<file path="config.mk">
export PLATFORM = sky130hd
export DESIGN_NAME = alu_rs
export DESIGN_NICKNAME = d
export VERILOG_FILES = /design/src/rtl/alu_rs.sv
export SDC_FILE = /design/constraint.sdc
export NUM_CORES = 1
export LEC_CHECK = 0
export BUFFER_PORTS_ARGS = -buffer_cell sky130_fd_sc_hd__buf_2
export CAP_MARGIN = 20
export CORE_AREA = 2 2 190 192
export DETAILED_ROUTE_END_ITERATION = 12
export DIE_AREA = 0 0 192 194
export PLACE_DENSITY_LB_ADDON = 0.2
export SLEW_MARGIN = 20
export SYNTH_ARGS = -nofsm -noshare
export SYNTH_HDL_FRONTEND = slang
export SYNTH_SLANG_ARGS = --single-unit
</file>
<file path="constraint.sdc">
create_clock -name clk_in -period 20.6 [get_ports clk_in]
set_clock_uncertainty 0.2 [all_clocks]
set_input_delay 3.09 -clock clk_in [delete_from_list [all_inputs] [get_ports clk_in]]
set_output_delay 3.09 -clock clk_in [all_outputs]
set_load 0.1 [all_outputs]
</file>
<file path="src/rtl/alu_rs.sv">
// Integer ALU reservation station: holds issued ops, wakes operands from the CDB,
// dispatches the lowest-index ready op and returns tagged results. Option: ALU_RS_SELF_WAKE_EN.
module alu_rs #(
  parameter int ROB_WIDTH = 4,
  parameter int RS_WIDTH  = 2
) (
  input  logic                 clk_in,
  input  logic                 rst_in,
  input  logic                 rdy_in,
  input  logic                 clear,
  input  logic                 issue_valid,
  input  logic [3:0]           issue_op,
  input  logic [31:0]          issue_vj,
  input  logic [31:0]          issue_vk,
  input  logic [ROB_WIDTH-1:0] issue_qj,
  input  logic [ROB_WIDTH-1:0] issue_qk,
  input  logic                 issue_rj,
  input  logic                 issue_rk,
  input  logic [ROB_WIDTH-1:0] issue_rob,
  output logic                 rs_full,
  input  logic                 cdb_valid,
  input  logic [ROB_WIDTH-1:0] cdb_rob,
  input  logic [31:0]          cdb_value,
  output logic                 cal,
  output logic [31:0]          a,
  output logic [31:0]          b,
  output logic [3:0]           alu_op,
  output logic [RS_WIDTH-1:0]  to_alu_index,
  input  logic                 alu_done,
  input  logic [RS_WIDTH-1:0]  alu_index,
  input  logic [31:0]          alu_result,
  output logic                 out_valid,
  output logic [ROB_WIDTH-1:0] out_rob,
  output logic [31:0]          out_value
);

  localparam int N = 1 << RS_WIDTH;

  logic                 busy_q   [N];
  logic                 busy_d   [N];
  logic                 issued_q [N];
  logic                 issued_d [N];
  logic [3:0]           op_q     [N];
  logic [3:0]           op_d     [N];
  logic [31:0]          vj_q     [N];
  logic [31:0]          vj_d     [N];
  logic [31:0]          vk_q     [N];
  logic [31:0]          vk_d     [N];
  logic                 rj_q     [N];
  logic                 rj_d     [N];
  logic                 rk_q     [N];
  logic                 rk_d     [N];
  logic [ROB_WIDTH-1:0] qj_q     [N];
  logic [ROB_WIDTH-1:0] qj_d     [N];
  logic [ROB_WIDTH-1:0] qk_q     [N];
  logic [ROB_WIDTH-1:0] qk_d     [N];
  logic [ROB_WIDTH-1:0] rob_q    [N];
  logic [ROB_WIDTH-1:0] rob_d    [N];

  logic                 out_valid_q, out_valid_d;
  logic [ROB_WIDTH-1:0] out_rob_q, out_rob_d;
  logic [31:0]          out_value_q, out_value_d;

  logic [RS_WIDTH-1:0]  free_idx, sel_idx;
  logic                 has_ready, full;
  logic [ROB_WIDTH-1:0] done_rob;
  logic                 self_wake;

`ifdef ALU_RS_SELF_WAKE_EN
  assign self_wake = alu_done;
`else
  assign self_wake = 1'b0;
`endif

  // Descending scan so the last hit is the lowest index.
  always_comb begin
    free_idx  = '0;
    sel_idx   = '0;
    has_ready = 1'b0;
    full      = 1'b1;
    for (int i = N - 1; i >= 0; i--) begin
      if (!busy_q[i]) begin
        free_idx = RS_WIDTH'(i);
        full     = 1'b0;
      end
      if (busy_q[i] && !issued_q[i] && rj_q[i] && rk_q[i]) begin
        sel_idx   = RS_WIDTH'(i);
        has_ready = 1'b1;
      end
    end
  end

  assign done_rob     = rob_q[alu_index];
  assign rs_full      = full;
  assign cal          = rdy_in && !clear && has_ready;
  assign a            = vj_q[sel_idx];
  assign b            = vk_q[sel_idx];
  assign alu_op       = op_q[sel_idx];
  assign to_alu_index = sel_idx;
  assign out_valid    = out_valid_q;
  assign out_rob      = out_rob_q;
  assign out_value    = out_value_q;

  always_comb begin
    for (int i = 0; i < N; i++) begin
      busy_d[i]   = busy_q[i];
      issued_d[i] = issued_q[i];
      op_d[i]     = op_q[i];
      vj_d[i]     = vj_q[i];
      vk_d[i]     = vk_q[i];
      rj_d[i]     = rj_q[i];
      rk_d[i]     = rk_q[i];
      qj_d[i]     = qj_q[i];
      qk_d[i]     = qk_q[i];
      rob_d[i]    = rob_q[i];
    end
    out_valid_d = out_valid_q;
    out_rob_d   = out_rob_q;
    out_value_d = out_value_q;

    if (rdy_in) begin
      if (clear) begin
        for (int i = 0; i < N; i++) begin
          busy_d[i]   = 1'b0;
          issued_d[i] = 1'b0;
        end
        out_valid_d = 1'b0;
      end else begin
        for (int i = 0; i < N; i++) begin
          if (busy_q[i] && !rj_q[i]) begin
            if (cdb_valid && qj_q[i] == cdb_rob) begin
              vj_d[i] = cdb_value;
              rj_d[i] = 1'b1;
            end
            if (self_wake && qj_q[i] == done_rob) begin
              vj_d[i] = alu_result;
              rj_d[i] = 1'b1;
            end
          end
          if (busy_q[i] && !rk_q[i]) begin
            if (cdb_valid && qk_q[i] == cdb_rob) begin
              vk_d[i] = cdb_value;
              rk_d[i] = 1'b1;
            end
            if (self_wake && qk_q[i] == done_rob) begin
              vk_d[i] = alu_result;
              rk_d[i] = 1'b1;
            end
          end
        end

        if (cal) issued_d[sel_idx] = 1'b1;

        out_valid_d = alu_done;
        if (alu_done) begin
          busy_d[alu_index]   = 1'b0;
          issued_d[alu_index] = 1'b0;
          out_rob_d           = done_rob;
          out_value_d         = alu_result;
        end

        // A free entry is never the completing one, so this cannot collide with the free above.
        if (issue_valid && !full) begin
          busy_d[free_idx]   = 1'b1;
          issued_d[free_idx] = 1'b0;
          op_d[free_idx]     = issue_op;
          rob_d[free_idx]    = issue_rob;
          vj_d[free_idx]     = issue_vj;
          rj_d[free_idx]     = issue_rj;
          qj_d[free_idx]     = issue_qj;
          vk_d[free_idx]     = issue_vk;
          rk_d[free_idx]     = issue_rk;
          qk_d[free_idx]     = issue_qk;
          if (!issue_rj && cdb_valid && issue_qj == cdb_rob) begin
            vj_d[free_idx] = cdb_value;
            rj_d[free_idx] = 1'b1;
          end
          if (!issue_rj && self_wake && issue_qj == done_rob) begin
            vj_d[free_idx] = alu_result;
            rj_d[free_idx] = 1'b1;
          end
          if (!issue_rk && cdb_valid && issue_qk == cdb_rob) begin
            vk_d[free_idx] = cdb_value;
            rk_d[free_idx] = 1'b1;
          end
          if (!issue_rk && self_wake && issue_qk == done_rob) begin
            vk_d[free_idx] = alu_result;
            rk_d[free_idx] = 1'b1;
          end
        end
      end
    end
  end

  always_ff @(posedge clk_in or posedge rst_in) begin
    if (rst_in) begin
      for (int i = 0; i < N; i++) begin
        busy_q[i]   <= 1'b0;
        issued_q[i] <= 1'b0;
        op_q[i]     <= '0;
        vj_q[i]     <= '0;
        vk_q[i]     <= '0;
        rj_q[i]     <= 1'b0;
        rk_q[i]     <= 1'b0;
        qj_q[i]     <= '0;
        qk_q[i]     <= '0;
        rob_q[i]    <= '0;
      end
      out_valid_q <= 1'b0;
      out_rob_q   <= '0;
      out_value_q <= '0;
    end else begin
      for (int i = 0; i < N; i++) begin
        busy_q[i]   <= busy_d[i];
        issued_q[i] <= issued_d[i];
        op_q[i]     <= op_d[i];
        vj_q[i]     <= vj_d[i];
        vk_q[i]     <= vk_d[i];
        rj_q[i]     <= rj_d[i];
        rk_q[i]     <= rk_d[i];
        qj_q[i]     <= qj_d[i];
        qk_q[i]     <= qk_d[i];
        rob_q[i]    <= rob_d[i];
      end
      out_valid_q <= out_valid_d;
      out_rob_q   <= out_rob_d;
      out_value_q <= out_value_d;
    end
  end

endmodule

</file>
* After elaboration in Yosys (flattened, before gate mapping)
Cells that the tools add are included.
** Word-level totals
- Flip-flop bits (word level) :: 373
- Input port bits :: 159
- Output and inout port bits :: 109
- Word-level logic and storage cells :: 263
** Operators by class
- Order comparisons :: 6
- Eq/ne operators :: 10
- Mux-type cells :: 134
- Bitwise logic cells :: 13
- Reduce and logical (&&, ||, !) cells :: 57
** Operators with widths (number)
- $mux 32 :: 37
- $bwmux 128 :: 4
- $mux 128 :: 4
- $bmux 32 s2 :: 2
- $mux 4 :: 22
- $bwmux 16 :: 4
- $demux 32 s2 :: 1
- $mux 1 :: 44
- $eq 4x4->1 :: 10
- $logic_and 1x1->1 :: 38
- $bmux 4 s2 :: 2
- $logic_not 1->1 :: 16
- $mux 2 :: 8
- $or 4x4->4 :: 4
- $and 4x4->4 :: 3
- $ge 3x3->1 const B :: 3
- $lt 3x1->1 const B :: 3
- $not 2->3 :: 3
- $bwmux 4 :: 2
- $demux 4 s2 :: 1
- $not 4->4 :: 2
- $demux 1 s2 :: 3
- $reduce_and 3->1 :: 2
- $reduce_and 2->1 :: 1
- $not 1->1 :: 1

* Depth between registers and ports, before layout
- Word-level depth :: 24
- Gate-level depth with buffers :: 9
- Depth with buffers taken out :: 5

* Least setup slack after synthesis
No wires, ideal clock.
- Path kind :: input to output
- Start point :: in rdy_in
- End point :: out cal
- Arrival :: 5203 ps
- Data required time :: 17310 ps
- Path slack :: 12107 ps
- Stages on the path :: 5
- Buffers on the path :: 3
- Cells stage by stage :: buf_4 nand2b_1 clkbuf_1 buf_1 a21oi_1
** Between the ends
- Longest elaborated chain between the ends :: 2
** RTL lines
- start: declaration :: RTL line 9 : input logic rdy_in,
- $logic_and 1x1->1 (2 in a row) :: RTL line 95 : assign cal = rdy_in && !clear && has_ready;
- end: declaration :: RTL line 24 : output logic cal,
No other way between the ends.

* Worst setup path in the final report
- Start point :: in clear
- End point :: out cal
** Between the ends
- Longest elaborated chain between the ends :: 3
** RTL lines
- start: declaration :: RTL line 10 : input logic clear,
- $logic_not 1->1 :: RTL line 95
- $logic_and 1x1->1 (2 in a row) :: RTL line 95
No other way between the ends.

==> impl_summary.log <==
[metrics] outcome: complete, no violations
[metrics] Setup crit end kind: primary output
[metrics] quantity of hold-fixing buffers added after cts: 0
[metrics] maximum fanout count along the critical path: 41
[metrics] EDFF count, synth: 0
[metrics] Die Footprint: 37200 µm²
[metrics] static leakage: 0.0108 µW
[metrics] detailed-route wire length: 68100 µm
[metrics] instance count of the mapped netlist: 1992
[metrics] YS warnings: 0
[metrics] class of the worst hold path: flop to flop
[metrics] critical path data required time: 17.31 ns
[metrics] pin count of the biggest net entering global routing: 141
[metrics] Fillers: 2964
[metrics] first-pass GRT wire length: 105000 µm
[metrics] pwr/cell area: 117 nW/µm²
[metrics] total setup buffers inserted after CTS: 0
[metrics] Boundary Pins: 268
[metrics] Setup Crit Path Kind: input pin to primary output
[metrics] Post-synth ARST share: 1.00
[metrics] Cell Chain, Critical Path: buf_2, nand2b_1, buf_4, a21oi_1, buf_2
[metrics] Tmin final: 7.65 ns
[metrics] mean instance size in the synthesized netlist: 9.62 µm²
[metrics] max-capacitance violation count: 0
[metrics] dominant cell type by count on the critical path: buf_2
[metrics] vias after detailed routing: 18368
[metrics] chip width: 192 µm
[metrics] prevailing post-synth register cell: dfrtp_1
[metrics] number of flip-flops and latches in the synthesized netlist: 373
[metrics] area grow syn2layout: 15.3%
[metrics] Synth Net Count: 2151
[metrics] pre-CTS setup slack: 12.95 ns
[metrics] H-tree lvl count: 2
[metrics] maximum number of buffers from clock root to sink: 3
[metrics] aggregate negative setup slack: 0 ns
[metrics] count of non-filler cells in the finished layout: 2612
[metrics] number of detailed-routing iterations run before antenna repair: 6
[metrics] data arrival time of the critical path: 4.36 ns
[metrics] sequential area share after synthesis: 0.487
[metrics] number of max-slew violations in the final report: 0
[metrics] share of final-layout standard cells stronger than drive strength 1: 0.210
[metrics] number of endpoints with negative hold slack in the final report: 0
[metrics] half-perimeter wire length of the detailed placement result: 38200 µm
[metrics] total global routing track utilization: 0.361
[metrics] DRC violations left: 0
[metrics] number of failing setup endpoints in the final timing report: 0
[metrics] number of gates resized after cts: 0
[metrics] share of the cycle needed by the critical path after routing: 0.372
[metrics] worst supply voltage drop on vdd: 0.0990 mV
[metrics] die span in y: 194 µm
[metrics] mapped cell area: 19200 µm²
[metrics] Detailed Route Iter0 Violations: 2478
[metrics] startpoint type of the worst setup path: input pin
[metrics] Core Area: 35200 µm²
[metrics] peak per-stage delay on the critical path: 0.46 ns
[metrics] CTS buffer count: 41
[metrics] upper clock frequency limit: 0.131 GHz
[metrics] TritonCTS clock tree: yes
[metrics] RSZ-0062 raised after global routing: no
[metrics] dpl cells: 2529
[metrics] actual transition at the worst max-transition pin: 1.09 ns
[metrics] Final Worst Setup Slack: 12.95 ns
[metrics] worst skew pair latency: 0.55 ns
[metrics] critical path's slowest cell: buf_2
[metrics] number of distinct library cells after synthesis: 47
[metrics] number of global-route vias before repair: 18469
[metrics] net count reported at finish: 2272
[metrics] average wire length per cell after detail routing: 26.1 µm
[metrics] total congestion overflow: 0
[metrics] headroom to the max-slew limit: 0.273
[metrics] number of vias per cell after detailed routing: 7.03
[metrics] Port Buf Inserts: 267
[metrics] cell area after layout: 22100 µm²
[metrics] routability-driven placement congestion ratio: 0.870
[metrics] instance area at placement: 20600 µm²
[metrics] library cell used as clock root buffer: clkbuf_16
[metrics] Starting Density: 0.544
[metrics] number of antenna violations at the first check in global routing: 10
[metrics] post-CTS clock slew at the launch and capture registers of the worst setup and hold paths: 0.06 ns
[metrics] end-of-flow core utilization: 0.628
[metrics] TritonCTS Sinks: 373
[metrics] DRT antenna net count: 0
[metrics] Row Count: 69
worst paths after layout:
kind,to,depth (start not counted),slack [ns],start
max in group asynchronous,vk_q[2],5,15.43,rst_in
setup / recovery,cal,5,12.95,clear
min in group asynchronous,vj_q[4],2,2.32,rst_in
hold reg to reg,op_q[3],2,0.26,op_q[3]
hold / removal,op_q[3],2,0.26,op_q[3]
setup reg to reg,issued_q[1],6,17.39,busy_q[2]
worst max-delay path, delay by kind of cell:
family / cells / cell delay, ns
buf+inv: 3 / 0.90
simple gates: 1 / 0.14
compound gates: 1 / 0.22
cell usage in the layout, fill, tap and decap left out, drive strengths merged, types with 5 or more instances in the layout:
| cell type | instances |
|---|---|
| clkinv | 6 |
| xnor2 | 14 |
| buf | 311 |
| and4b | 5 |
| and3 | 97 |
| nor2 | 12 |
| diode | 6 |
| a32oi | 67 |
| nor3 | 14 |
| a21o | 67 |
| a221o | 164 |
| nand3 | 108 |
| clkbuf | 64 |
| o21ai | 107 |
| a22o | 32 |
| a31oi | 42 |
| dfrtp | 373 |
| o311ai | 32 |
| nand2 | 307 |
| mux2 | 36 |
| a21oi | 147 |
| inv | 45 |
| a32o | 32 |
| xor2 | 26 |
synthesized netlist by cell type, types with 32 or more instances:
cell / number / area share
inv_1: 44 / 0.0086
a21oi_1: 147 / 0.038
clkbuf_1: 148 / 0.029
a31oi_1: 42 / 0.014
buf_1: 42 / 0.0082
nand3_1: 108 / 0.028
a21o_1: 67 / 0.026
a32oi_1: 67 / 0.031
o21ai_0: 104 / 0.027
dfrtp_1: 373 / 0.49
and3_1: 97 / 0.032
mux2_2: 36 / 0.021
a32o_1: 32 / 0.017
buf_2: 33 / 0.0086
a22o_1: 32 / 0.015
nand2_1: 306 / 0.060
a221o_1: 164 / 0.086
power breakdown:
part | internal [µW] | switching (µW)
Sequential | 879 | 85.5
Combinational | 215 | 616
Clock | 478 | 309
Total | 1570 | 1010
through the flow:
stage	hold slack, ns	power (µW)
CTS	0.268	2580
detailed placement	0.255	1790
finish	0.264	2580
floorplan	0.234	1630
global placement	0.249	1780
global route	0.278	2670
registers in the layout, indices dropped and copies added (netlist names), 16 cells and up:
name / count
op_q: 16
out_value: 32
vk_q: 128
vj_q: 128
qj_q: 16
rob_q: 16
qk_q: 16
metal layers:
layer	GRT usage	up-vias	wire, µm
met3	0.0822	236	8150
met4	0.171	8	2620
li1	-	7696	-
met2	0.563	1428	31700
met1	0.477	9000	25600
met5	0	-	48
layout make-up:
| type | instances | area (µm²) | area share |
|---|---|---|---|
| diodes | 6 | 15.0 | 0.000679 |
| clock buffers | 64 | 1280 | 0.0581 |
| clock inverters | 11 | 159 | 0.00719 |
| inverters | 44 | 173 | 0.00781 |
| multi-input cells | 1342 | 8860 | 0.401 |
| flip-flops and latches | 373 | 9330 | 0.422 |
| well taps | 461 | 577 | 0.0261 |
| repair buffers | 311 | 1710 | 0.0772 |
logic make-up (layout without fill, tap and decap cells):
kind of cell / after synthesis / after routing / share of synthesized area
AOI/OAI and AO/OA: 692 / 692 / 0.269
xor gates and xnor gates: 40 / 40 / 0.0183
buffers and inverters: 277 / 430 / 0.0591
DFF: 373 / 373 / 0.487
muxes: 40 / 40 / 0.0259
other: 0 / 6 / 0
and+or+nand+nor: 570 / 570 / 0.140
Note: power is estimated with default switching activity, not from simulation.
